<file path="config.mk">
export PLATFORM = sky130hd
export DESIGN_NAME = dcsk_mod_flat
export DESIGN_NICKNAME = d
export VERILOG_FILES = /design/src/rtl/dcsk_mod_if.sv /design/src/rtl/dcsk_mod.sv /design/src/flat_wrapper.sv
export SDC_FILE = /design/constraint.sdc
export NUM_CORES = 1
export LEC_CHECK = 0
export BUFFER_PORTS_ARGS = -buffer_cell sky130_fd_sc_hd__buf_4
export CAP_MARGIN = 20
export CORE_MARGIN = 8
export CORE_UTILIZATION = 30
export DETAILED_ROUTE_END_ITERATION = 10
export MAX_ROUTING_LAYER = met4
export SLEW_MARGIN = 15
export SYNTH_ARGS = -nofsm -noshare
export SYNTH_HDL_FRONTEND = slang
export SYNTH_SLANG_ARGS = --single-unit
</file>
<file path="constraint.sdc">
create_clock -name Clk -period 3.01 [get_ports Clk]
set_clock_uncertainty 0.1 [all_clocks]
set_input_delay 0 -clock Clk [delete_from_list [all_inputs] [get_ports Clk]]
set_output_delay 0 -clock Clk [all_outputs]
set_load 0.005 [all_outputs]
</file>
<file path="src/rtl/dcsk_mod_if.sv">
// rtl/dcsk_mod_if.sv - payload handshake and serial chip stream bundle for dcsk_mod
interface dcsk_mod_if;
  logic [31:0] In_Data;
  logic        In_Valid;
  logic        In_Ready;
  logic [1:0]  Spread_Factor_Sel;
  logic        Out_Mod_Data;
  logic        Out_Valid;
  logic        Busy;
  logic        Frame_Done;

  modport master (
    output In_Data, In_Valid, Spread_Factor_Sel,
    input  In_Ready, Out_Mod_Data, Out_Valid, Busy, Frame_Done
  );

  modport slave (
    input  In_Data, In_Valid, Spread_Factor_Sel,
    output In_Ready, Out_Mod_Data, Out_Valid, Busy, Frame_Done
  );
endinterface

</file>
<file path="src/rtl/dcsk_mod.sv">
// rtl/dcsk_mod.sv - DCSK modulator: 32-bit frame, per bit an LFSR reference half then
// a data half that repeats (bit 1) or inverts (bit 0) the reference chips.
module dcsk_mod (
  input  logic      Clk,
  input  logic      N_Rst,
  dcsk_mod_if.slave bus
);
  typedef enum logic [1:0] {IDLE, REF, DATA, DONE} state_t;

  state_t      state;
  logic [7:0]  lfsr;
  logic [3:0]  chip;
  logic [4:0]  bit_idx;
  logic [31:0] data;
  logic [1:0]  sf_sel;
  logic [15:0] ref_buf;

  logic [7:0]  lfsr_adv;
  logic [3:0]  chip_last;
  logic [3:0]  chip_inc;
  logic        last_chip;
  logic        cur_bit;

  assign lfsr_adv  = {lfsr[0] ^ lfsr[2] ^ lfsr[3] ^ lfsr[4], lfsr[7:1]};
  assign chip_inc  = chip + 4'd1;
  assign last_chip = (chip == chip_last);
  assign cur_bit   = data[bit_idx];

  always_comb begin
    case (sf_sel)
      2'd0:    chip_last = 4'd1;
      2'd1:    chip_last = 4'd3;
      2'd2:    chip_last = 4'd7;
      default: chip_last = 4'd15;
    endcase
  end

  // Outputs are registered, so each branch loads the chip for the state being entered.
  always_ff @(posedge Clk or negedge N_Rst) begin
    if (!N_Rst) begin
      state            <= IDLE;
      lfsr             <= 8'hA5;
      chip             <= 4'd0;
      bit_idx          <= 5'd0;
      data             <= 32'd0;
      sf_sel           <= 2'd0;
      ref_buf          <= 16'd0;
      bus.In_Ready     <= 1'b1;
      bus.Out_Mod_Data <= 1'b0;
      bus.Out_Valid    <= 1'b0;
      bus.Busy         <= 1'b0;
      bus.Frame_Done   <= 1'b0;
    end else begin
      case (state)
        IDLE: begin
          if (bus.In_Valid && bus.In_Ready) begin
            data             <= bus.In_Data;
            sf_sel           <= bus.Spread_Factor_Sel;
            chip             <= 4'd0;
            bit_idx          <= 5'd0;
            state            <= REF;
            bus.In_Ready     <= 1'b0;
            bus.Out_Valid    <= 1'b1;
            bus.Busy         <= 1'b1;
            bus.Out_Mod_Data <= lfsr[0];
          end
        end
        REF: begin
          ref_buf[chip] <= lfsr[0];
          lfsr          <= lfsr_adv;
          if (last_chip) begin
            chip             <= 4'd0;
            state            <= DATA;
            bus.Out_Mod_Data <= ~(ref_buf[0] ^ cur_bit);
          end else begin
            chip             <= chip_inc;
            bus.Out_Mod_Data <= lfsr_adv[0];
          end
        end
        DATA: begin
          if (last_chip) begin
            chip <= 4'd0;
            if (bit_idx == 5'd31) begin
              state            <= DONE;
              bus.Out_Valid    <= 1'b0;
              bus.Busy         <= 1'b0;
              bus.Out_Mod_Data <= 1'b0;
              bus.Frame_Done   <= 1'b1;
            end else begin
              bit_idx          <= bit_idx + 5'd1;
              state            <= REF;
              bus.Out_Mod_Data <= lfsr[0];
            end
          end else begin
            chip             <= chip_inc;
            bus.Out_Mod_Data <= ~(ref_buf[chip_inc] ^ cur_bit);
          end
        end
        default: begin
          state          <= IDLE;
          bus.Frame_Done <= 1'b0;
          bus.In_Ready   <= 1'b1;
        end
      endcase
    end
  end
endmodule

</file>
<file path="src/flat_wrapper.sv">
// flat-port wrapper written by rule: the top's interface ports become plain ports
module dcsk_mod_flat 
  (Clk, N_Rst, bus_In_Data, bus_In_Valid, bus_Spread_Factor_Sel, bus_In_Ready, bus_Out_Mod_Data, bus_Out_Valid, bus_Busy, bus_Frame_Done);
  dcsk_mod_if bus_i ();
  input  logic Clk;
  input  logic N_Rst;
  input wire logic [$bits(bus_i.In_Data)-1:0] bus_In_Data;
  input wire logic [$bits(bus_i.In_Valid)-1:0] bus_In_Valid;
  input wire logic [$bits(bus_i.Spread_Factor_Sel)-1:0] bus_Spread_Factor_Sel;
  output wire logic [$bits(bus_i.In_Ready)-1:0] bus_In_Ready;
  output wire logic [$bits(bus_i.Out_Mod_Data)-1:0] bus_Out_Mod_Data;
  output wire logic [$bits(bus_i.Out_Valid)-1:0] bus_Out_Valid;
  output wire logic [$bits(bus_i.Busy)-1:0] bus_Busy;
  output wire logic [$bits(bus_i.Frame_Done)-1:0] bus_Frame_Done;
  assign bus_i.In_Data = bus_In_Data;
  assign bus_i.In_Valid = bus_In_Valid;
  assign bus_i.Spread_Factor_Sel = bus_Spread_Factor_Sel;
  assign bus_In_Ready = bus_i.In_Ready;
  assign bus_Out_Mod_Data = bus_i.Out_Mod_Data;
  assign bus_Out_Valid = bus_i.Out_Valid;
  assign bus_Busy = bus_i.Busy;
  assign bus_Frame_Done = bus_i.Frame_Done;
  dcsk_mod u_core (.Clk(Clk), .N_Rst(N_Rst), .bus(bus_i));
endmodule
</file>
==> reports/results.tsv, run 1 <==
stage	metric	value	unit
global_routing	overflow	0	
die	start_util	0.309	
setup_path	crit_path_end_kind	flop	
setup_path	cp_data_required_time	3.12	ns
die	die-area	16200	sq um
logic_synthesis	synth_top_area_share	0.457	
placement	dp_slack	0.436	ns
detailed_routing	wire_per_inst	14.5	um
sta	hold_viol	0	
sta	setup_viol	0	
detailed_routing	vias	2610	
power_and_ir_drop	finalPower	2.24	mW
die	die_y	127	um
logic_synthesis	synth-main-ff-cell	dfrtp_1	
setup_path	critPathLaunchType	flop	
detailed_routing	drc	0	
layout	syn2layout_area_growth	30.9	%
setup_path	worst-setup-path-type	reg -> reg	
detailed_routing	first_pass_iters	4	
logic_synthesis	postSynthCellCount	315	
sta	tns	0	ns
die	die_x	127	um
die	coreArea	12100	sq um
sta	rsz0062_at_grt	false	
clock_network	cts_max_level	3	
global_routing	grt_pass1_wl	14100	um
setup_path	startpoint	u_core.bit_idx[0]$_DFFE_PN0P_	
logic_synthesis	yosysUniqueCellTypes	52	
global_routing	grt_pass1_vias	2775	
placement	post-dp-hpwl	5490	um
logic_synthesis	synthTopCellsByCount	dfrtp_1, mux2_2, nand2_1	
detailed_routing	routed_wl	8140	um
logic_synthesis	synth.most_common_cell	dfrtp_1	
placement	port_buffers	41	
logic_synthesis	syn_avg_cell_area	11.8	sq um
sta	fmax	0.395	GHz
logic_synthesis	synth_area	3730	sq um
layout	n_antenna_cell	0	
layout	nets	437	
layout	layout-drive-gt1-share	0.311	
detailed_routing	viasPerCell	4.64	
global_routing	grt_max_degree	74	
flow_run	max_cap_violations	0	
die	fp-row-count	40	
detailed_routing	drt.antenna.violating_nets	0	
clock_network	cts_tree	built	
layout	post-route-util	0.404	
sta	timing.final.ws_setup	0.476	ns
power_and_ir_drop	ir_drop	274	uV
die	io_pins	42	
setup_path	r2r_start	u_core.bit_idx[0]$_DFFE_PN0P_	
sta	layout_min_cycle_time	2.53	ns
clock_network	numCtsBuffers	9	
clock_network	worstSkewPairLatency	0.33	ns
power_and_ir_drop	p_leak	2.25	nW
setup_path	crit_arrival	2.64	ns
logic_synthesis	ys_seq_area_frac	0.492	
clock_network	cts_root_buf	clkbuf_16	
run_status	status	complete, no violations	
clock_network	cts.clk_slew.worst_paths	0.06	ns
logic_synthesis	ys_warn_count	0	
detailed_routing	drtIter0Drc	100	
logic_synthesis	yosys.area.top_type	dfrtp_1	
clock_network	clockBufferDepth	2	
logic_synthesis	synth_edf_count	0	
placement	gp_congestion	0.772	
sta	post-route-period-util	0.842	
logic_synthesis	synthTopCellsByArea	dfrtp_1, mux2_2, mux4_2	
hold_path	hold_path_class	in -> async	
clock_network	cts_setup_buffers	0	
clock_network	clkSinkCount	73	
sta	tightest_slew	0.923	ns
sta	slew-limit-headroom	0.384	
logic_synthesis	ys_seq_elements	73	
global_routing	antenna_found_initial	0	
power_and_ir_drop	p_per_area	458	nW/um^2
sta	final-max-slew-violation-count	0	
logic_synthesis	async_flop_share	1.00	
global_routing	grtUsageTotal	0.111	
setup_path	worstPathMaxFanout	12	
logic_synthesis	syn-num-nets	362	
path summary, 6_finish.rpt:
path | slack, ns | to | depth (start not counted)
hold reg to reg | 0.38 | u_core.ref_buf[5]$_DFFE_PN0P_ | 2
max in group asynchronous | 1.94 | u_core.bit_idx[1]$_DFFE_PN0P_ | 2
min in group Clk | 0.33 | u_core.data[29]$_DFFE_PN0P_ | 3
hold / removal | 0.24 | u_core.ref_buf[1]$_DFFE_PN0P_ | 2
setup / recovery | 0.48 | u_core.bus.Out_Mod_Data$_DFFE_PN0P_ | 8
setup reg to reg | 0.48 | u_core.bus.Out_Mod_Data$_DFFE_PN0P_ | 8
stage by stage:
step,cells,hold WS [ns],area [sq um]
2_1_floorplan,315,-0.396,3730
3_3_place_gp,511,0.0893,4190
3_5_place_dp,511,0.0965,4190
4_1_cts,563,0.280,4880
5_1_grt,563,0.329,4880
6_report,563,0.239,4880
cell type report:
class / count / area [sq um]
multi-input cells: 214 / 1760
fillers: 1147 / 7190
flip-flops and latches: 73 / 1830
clock buffers: 10 / 239
inverters: 10 / 37.5
clock inverters: 6 / 91.3
well taps: 168 / 210
repair buffers: 82 / 706
placed cells by master (no fill, tap or decap), drive strengths merged, types with 4 or more instances in the layout:
cell,synthesis,final
dfrtp,68,68
buf,8,46
mux2,42,42
nand2,40,40
dlygate4sd3,0,36
o21ai,31,31
inv,10,10
ha,10,10
clkbuf,10,10
mux4,10,10
nand3,9,9
nor2,7,7
a21oi,6,6
mux2i,6,6
xnor2,5,5
dfstp,5,5
clkinv,0,4
state kept, by name, summed over array words and instances, names as in the netlist, 2 cells and up:
name            flops
u_core.bit_idx      5
u_core.chip         4
u_core.data        32
u_core.lfsr         8
u_core.state        2
u_core.ref_buf     16
u_core.sf_sel       2
metal layers:
layer  share of wire  track usage
met5               0            -
met4           0.014       0.0504
met3           0.027       0.0212
met2            0.49        0.173
met1            0.47        0.138
report_power, final:
| group | switching [mW] | leakage (nW) | internal (mW) | total [mW] |
|---|---|---|---|---|
| registers | 0 | 0.984 | 0.982 | 0.982 |
| clock network | 0.409 | 0.163 | 0.750 | 1.16 |
| logic | 0.0337 | 1.10 | 0.0599 | 0.0936 |
| total | 0.443 | 2.25 | 1.79 | 2.24 |
logic make-up after synthesis:
kind of cell	after synthesis	share of synthesized area
simple gates	78	0.108
flops	73	0.492
compound gates	60	0.105
mux	58	0.207
buf+inv	28	0.0359
fa+ha+maj	10	0.0336
xor+xnor	8	0.0188
worst max-delay path, stage by stage, from the launching register on:
cell and delay, ns:
dfrtp_1 0.65, buf_4 0.25, nor2b_1 0.05, a2111oi_0 0.45, nor3_1 0.15, o32ai_4 0.27, xor2_1 0.10, a311oi_1 0.28
a21oi_1 0.09
what timing repair did:
action	4_1_cts	5_1_grt
endpoints found under the hold margin	103	0
hold buffers	36	0
resized for setup	0	0
No activity file was read; power rests on OpenSTA's default activity.
==> run 2, diff against run 1 <==
clock period = 2.55 ns   (was 3.01 ns; I/O delays follow)
==> run 2 against run 1 <==
Net effect: non-clock buffer count grew 8; combinational power grew 16%; routed wire length shrank 0.70%; first-iteration DRC count grew 18%; die area is the same; register-to-register slack lost 0.24 ns; fmax grew 9.6%; sequential cell count is the same; sequential share of layout area shrank 0.18 points; worst hold slack lost 0.010 ns; largest power group unchanged; clock power grew 7%; core utilization grew 0.22 points.
==> reports/results.tsv, run 2 (synthesis results as in run 1) <==
stage	metric	value	unit
power_and_ir_drop	pwr-share-seq	0.462	
global_routing	grtUsageTotal	0.109	
power_and_ir_drop	switchingPower	524	uW
die	coreArea	12100	sq um
layout	n_antenna_cell	0	
sta	hold_viol	0	
sta	slew-limit-headroom	0.386	
setup_path	slowest_stage	dfrtp_2	
hold_path	hold_path_class	in -> async	
power_and_ir_drop	swShare	0.209	
clock_network	clkSinkCount	73	
sta	tightest_slew	0.921	ns
detailed_routing	drt.antenna.violating_nets	0	
detailed_routing	drc	0	
setup_path	cp_top_family	simple AND/OR/NAND/NOR gates	
clock_network	cts_max_level	3	
power_and_ir_drop	clkPwrFrac	0.495	
detailed_routing	viasPerCell	4.67	
global_routing	antenna_found_initial	0	
run_status	status	complete, no violations	
power_and_ir_drop	p_per_area	512	nW/um^2
layout	largest_reg_flops	32	
sta	post-route-period-util	0.906	
placement	port_buffers	41	
clock_network	numCtsBuffers	9	
setup_path	worstPathMaxFanout	9	
layout	reg_top3	u_core.data (32), u_core.ref_buf (16), u_core.lfsr (8)	
sta	setup_viol	0	
power_and_ir_drop	p_leak	2.27	nW
die	die_x	127	um
placement	dp_slack	0.165	ns
clock_network	worstSkewPairLatency	0.33	ns
setup_path	r2r_slack	0.24	ns
detailed_routing	drtIter0Drc	118	
clock_network	clockBufferDepth	2	
setup_path	r2r_start	u_core.bit_idx[0]$_DFFE_PN0P_	
setup_path	critPathMaxStageDelay	0.49	ns
setup_path	crit_arrival	2.47	ns
sta	final-max-slew-violation-count	0	
layout	syn2layout_area_growth	31.6	%
layout	final_cell_mix	dfrtp_1, buf_4, mux2_2	
clock_network	cts_tree	built	
setup_path	critPathBufInv	2	
layout	final_common_cell	dfrtp_1	
setup_path	critPathLaunchType	flop	
die	fp-row-count	40	
die	die-area	16200	sq um
power_and_ir_drop	p_int	1.99	mW
global_routing	grt_pass1_vias	2800	
die	die_y	127	um
placement	gp_congestion	0.787	
layout	layout-drive-gt1-share	0.328	
setup_path	r2r_end	u_core.bit_idx[3]$_DFFE_PN0P_	
global_routing	grt_max_degree	74	
global_routing	grt_pass1_wl	13900	um
sta	hold_ws	0.229	ns
placement	post-dp-hpwl	5640	um
detailed_routing	vias	2665	
sta	timing.final.ws_setup	0.239	ns
flow_run	max_cap_violations	0	
die	io_pins	42	
sta	tns	0	ns
setup_path	cp_data_required_time	2.71	ns
clock_network	cts.clk_slew.worst_paths	0.06	ns
sta	rsz0062_at_grt	false	
setup_path	worst-setup-path-type	reg -> reg	
power_and_ir_drop	p_comb_frac	0.044	
clock_network	cts_root_buf	clkbuf_16	
detailed_routing	first_pass_iters	4	
setup_path	crit_path_frequent_cell	ha_1	
power_and_ir_drop	ir_drop	234	uV
sta	layout_min_cycle_time	2.31	ns
setup_path	reg2regPathDepth	8	
setup_path	crit_path_end_kind	flop	
layout	nets	445	
die	start_util	0.309	
detailed_routing	routed_wl	8080	um
sta	fmax	0.433	GHz
global_routing	overflow	0	
setup_path	crit_chain	buf_4, ha_1, and3_1, ha_1, inv_1, mux2i_1, or4_1, a21oi_1	
detailed_routing	wire_per_inst	14.2	um
layout	regMostFlops	u_core.data	
[run 2: worst max path at each step]
stage,cells past startpoint,slack (ns),to,from
floorplan,8,0.16,u_core.bus.Out_Mod_Data$_DFFE_PN0P_,u_core.chip[0]$_DFFE_PN0P_
global placement,6,0.21,u_core.bus.Out_Mod_Data$_DFFE_PN0P_,u_core.bit_idx[0]$_DFFE_PN0P_
detailed placement,8,0.16,u_core.bit_idx[3]$_DFFE_PN0P_,u_core.bit_idx[0]$_DFFE_PN0P_
CTS,6,0.13,u_core.bus.Out_Mod_Data$_DFFE_PN0P_,u_core.bit_idx[0]$_DFFE_PN0P_
global route,8,0.07,u_core.bit_idx[3]$_DFFE_PN0P_,u_core.bit_idx[0]$_DFFE_PN0P_
finish,8,0.24,u_core.bit_idx[3]$_DFFE_PN0P_,u_core.bit_idx[0]$_DFFE_PN0P_
[run 2: timing repair]
item / 4_1_cts / 5_1_grt
setup endpoints to repair: 0 / 2
hold buffers: 36 / 0
setup buffers: 0 / 0
resized for setup: 0 / 1
hold endpoints to repair: 103 / 0
[run 2: area by class of cell]
cell class,count,area (sq um)
clock buffers,9,225
clock inverters,7,70.1
repair buffers,90,766
flip-flops and latches,73,1830
well taps,168,210
multi-input cells,214,1760
inverters,10,37.5
fillers,1132,7160
[run 2: power by group through the flow]
stage	clock network (mW)	logic [mW]	registers, mW
floorplan	0	0.000828	1.18
global placement	0	0.0678	1.18
detailed placement	0	0.0679	1.18
CTS	1.27	0.113	1.16
global route	1.33	0.120	1.16
finish	1.24	0.109	1.16
[run 2: through the flow]
step | utilization | cell area (sq um) | cells | total power [mW]
finish | 0.406 | 4900 | 571 | 2.51
CTS | 0.406 | 4900 | 571 | 2.55
global route | 0.406 | 4900 | 571 | 2.61
detailed placement | 0.352 | 4250 | 519 | 1.25
floorplan | - | 3730 | 315 | 1.18
global placement | 0.352 | 4250 | 519 | 1.25
[run 2: routing by layer]
metal | wire length, um | up-vias | global-route usage
li1 | - | 1300 | -
met1 | 3830 | 1306 | 0.136
met2 | 3910 | 50 | 0.171
met3 | 218 | 9 | 0.0196
met4 | 121 | 0 | 0.0469
met5 | 0 | - | -
==> run 3, diff against run 2 <==
PLACE_DENSITY = 0.54   (was unset)
==> run 3 against run 2 <==
Net effect: sequential cell count unchanged; sequential share of layout area is 0.10 points lower; register-to-register slack got worse by 0.06 ns; worst hold slack gained 0.0093 ns; largest cell class unchanged.
==> reports/results.tsv, run 3 (synthesis results as in run 1) <==
stage	metric	value	unit
clock_network	post_cts_resized	0	
sta	tns	0	ns
global_routing	grtUsageTotal	0.111	
clock_network	cts-hold-fix-buffers	36	
sta	final-max-slew-violation-count	0	
hold_path	hold_path_class	in -> async	
setup_path	startpoint	u_core.bit_idx[0]$_DFFE_PN0P_	
placement	placed_area	4240	sq um
sta	slew-limit-headroom	0.376	
die	coreArea	12100	sq um
sta	layout_min_cycle_time	2.37	ns
clock_network	cts_tree	built	
layout	largest_reg_flops	32	
setup_path	r2r_start	u_core.bit_idx[0]$_DFFE_PN0P_	
sta	post-route-period-util	0.929	
placement	port_buffers	41	
sta	hold_viol	0	
setup_path	reg2regPathDepth	7	
detailed_routing	drtIter0Drc	72	
setup_path	worst-setup-path-type	reg -> reg	
layout	nets	443	
clock_network	cts_max_level	3	
layout	final_cell_mix	dfrtp_1, buf_4, mux2_2	
setup_path	slowest_stage	mux4_2	
detailed_routing	wire_per_inst	14.4	um
detailed_routing	first_pass_iters	4	
clock_network	cts_setup_buffers	0	
run_status	status	complete, no violations	
layout	regMostFlops	u_core.data	
setup_path	r2r_slack	0.18	ns
power_and_ir_drop	ir_drop	292	uV
clock_network	cts_root_buf	clkbuf_16	
layout	seqCellArea	1830	sq um
setup_path	critPathMaxStageDelay	0.53	ns
layout	final_area	4910	sq um
sta	setup_viol	0	
global_routing	grt_pass1_wl	14000	um
detailed_routing	drt.antenna.violating_nets	0	
layout	n_antenna_cell	0	
layout	multiInputGateArea	1760	sq um
global_routing	grt_pass1_vias	2796	
detailed_routing	vias	2659	
setup_path	critPathBufInv	1	
power_and_ir_drop	p_leak	2.27	nW
setup_path	worstPathMaxFanout	11	
die	die_y	127	um
clock_network	clockBufferDepth	2	
global_routing	grt_max_degree	74	
die	io_pins	42	
clock_network	worstSkewPairLatency	0.33	ns
setup_path	crit_arrival	2.48	ns
setup_path	cp_top_family	compound AO/OA/AOI/OAI gates	
detailed_routing	drc	0	
global_routing	antenna_found_initial	0	
sta	fmax	0.422	GHz
setup_path	critPathLaunchType	flop	
sta	tightest_slew	0.937	ns
placement	dp_cells	517	
layout	layout-drive-gt1-share	0.324	
placement	post-dp-hpwl	5530	um
clock_network	numCtsBuffers	9	
die	die_x	127	um
sta	hold_ws	0.238	ns
layout	final_common_cell	dfrtp_1	
layout	syn2layout_area_growth	31.8	%
setup_path	crit_chain	buf_4, mux4_2, a311o_1, o32ai_4, xor2_1, a311oi_1, a21oi_1	
die	start_util	0.309	
clock_network	clkSinkCount	73	
global_routing	overflow	0	
die	die-area	16200	sq um
die	fp-row-count	40	
sta	rsz0062_at_grt	false	
setup_path	r2r_end	u_core.bus.Out_Mod_Data$_DFFE_PN0P_	
placement	gp_congestion	0.769	
setup_path	cp_data_required_time	2.66	ns
layout	finalNonFillerCells	569	
detailed_routing	viasPerCell	4.67	
layout	nFillCells	1141	
setup_path	crit_path_end_kind	flop	
detailed_routing	routed_wl	8180	um
clock_network	cts.clk_slew.worst_paths	0.06	ns
layout	reg_top3	u_core.data (32), u_core.ref_buf (16), u_core.lfsr (8)	
flow_run	max_cap_violations	0	
power_and_ir_drop	p_per_area	523	nW/um^2
-- run 3: cell types whose count changed in the layout (fill, tap and decap cells not counted), moves of 2 or more --
cell	before	now
clkinv_4	1	3
clkbuf_8	0	2
clkinv_2	3	0
buf_4	54	52
-- run 3: worst max-delay path by stage --
stage | to | slack, ns | depth (start not counted)
2_1_floorplan | u_core.bus.Out_Mod_Data$_DFFE_PN0P_ | 0.16 | 8
3_3_place_gp | u_core.bus.Out_Mod_Data$_DFFE_PN0P_ | 0.21 | 7
3_5_place_dp | u_core.bus.Out_Mod_Data$_DFFE_PN0P_ | 0.17 | 7
4_1_cts | u_core.bus.Out_Mod_Data$_DFFE_PN0P_ | 0.16 | 7
5_1_grt | u_core.bit_idx[3]$_DFFE_PN0P_ | 0.02 | 7
6_report | u_core.bus.Out_Mod_Data$_DFFE_PN0P_ | 0.18 | 7
-- run 3: area by class of cell --
type / count / share of cell area
sequential: 73 / 0.373
multi-input combinational: 214 / 0.359
timing repair buffer: 88 / 0.153
clock buffer: 11 / 0.0515
tap: 168 / 0.0428
clock inverter: 5 / 0.0130
inverter: 10 / 0.00764
-- run 3: report_power, final --
part / internal (mW) / leakage [nW] / switching [mW]
combinational: 0.0706 / 1.13 / 0.0391
sequential: 1.16 / 0.984 / 0
clock: 0.815 / 0.152 / 0.483
total: 2.04 / 2.27 / 0.522
-- run 3: worst register-to-register path: stages, from the launching register on --
cell and delay (ns):
dfrtp_1 0.34, buf_4 0.22, mux4_2 0.53, a311o_1 0.40
o32ai_4 0.18, xor2_1 0.11, a311oi_1 0.27, a21oi_1 0.09
-- run 3: per-stage QoR --
stage	total power, mW	worst slack, ns	utilization
global route	2.68	0.0225	0.407
detailed placement	1.25	0.171	0.351
finish	2.57	0.181	0.407
global placement	1.25	0.208	0.351
CTS	2.62	0.161	0.407
floorplan	1.18	0.164	-
-- run 3: per-layer routing --
layer / track usage / up-vias / wire length (um)
met5: - / - / 0
met4: 0.0455 / 0 / 147
met3: 0.0320 / 10 / 242
met2: 0.167 / 46 / 3870
met1: 0.138 / 1305 / 3920
li1: - / 1298 / -
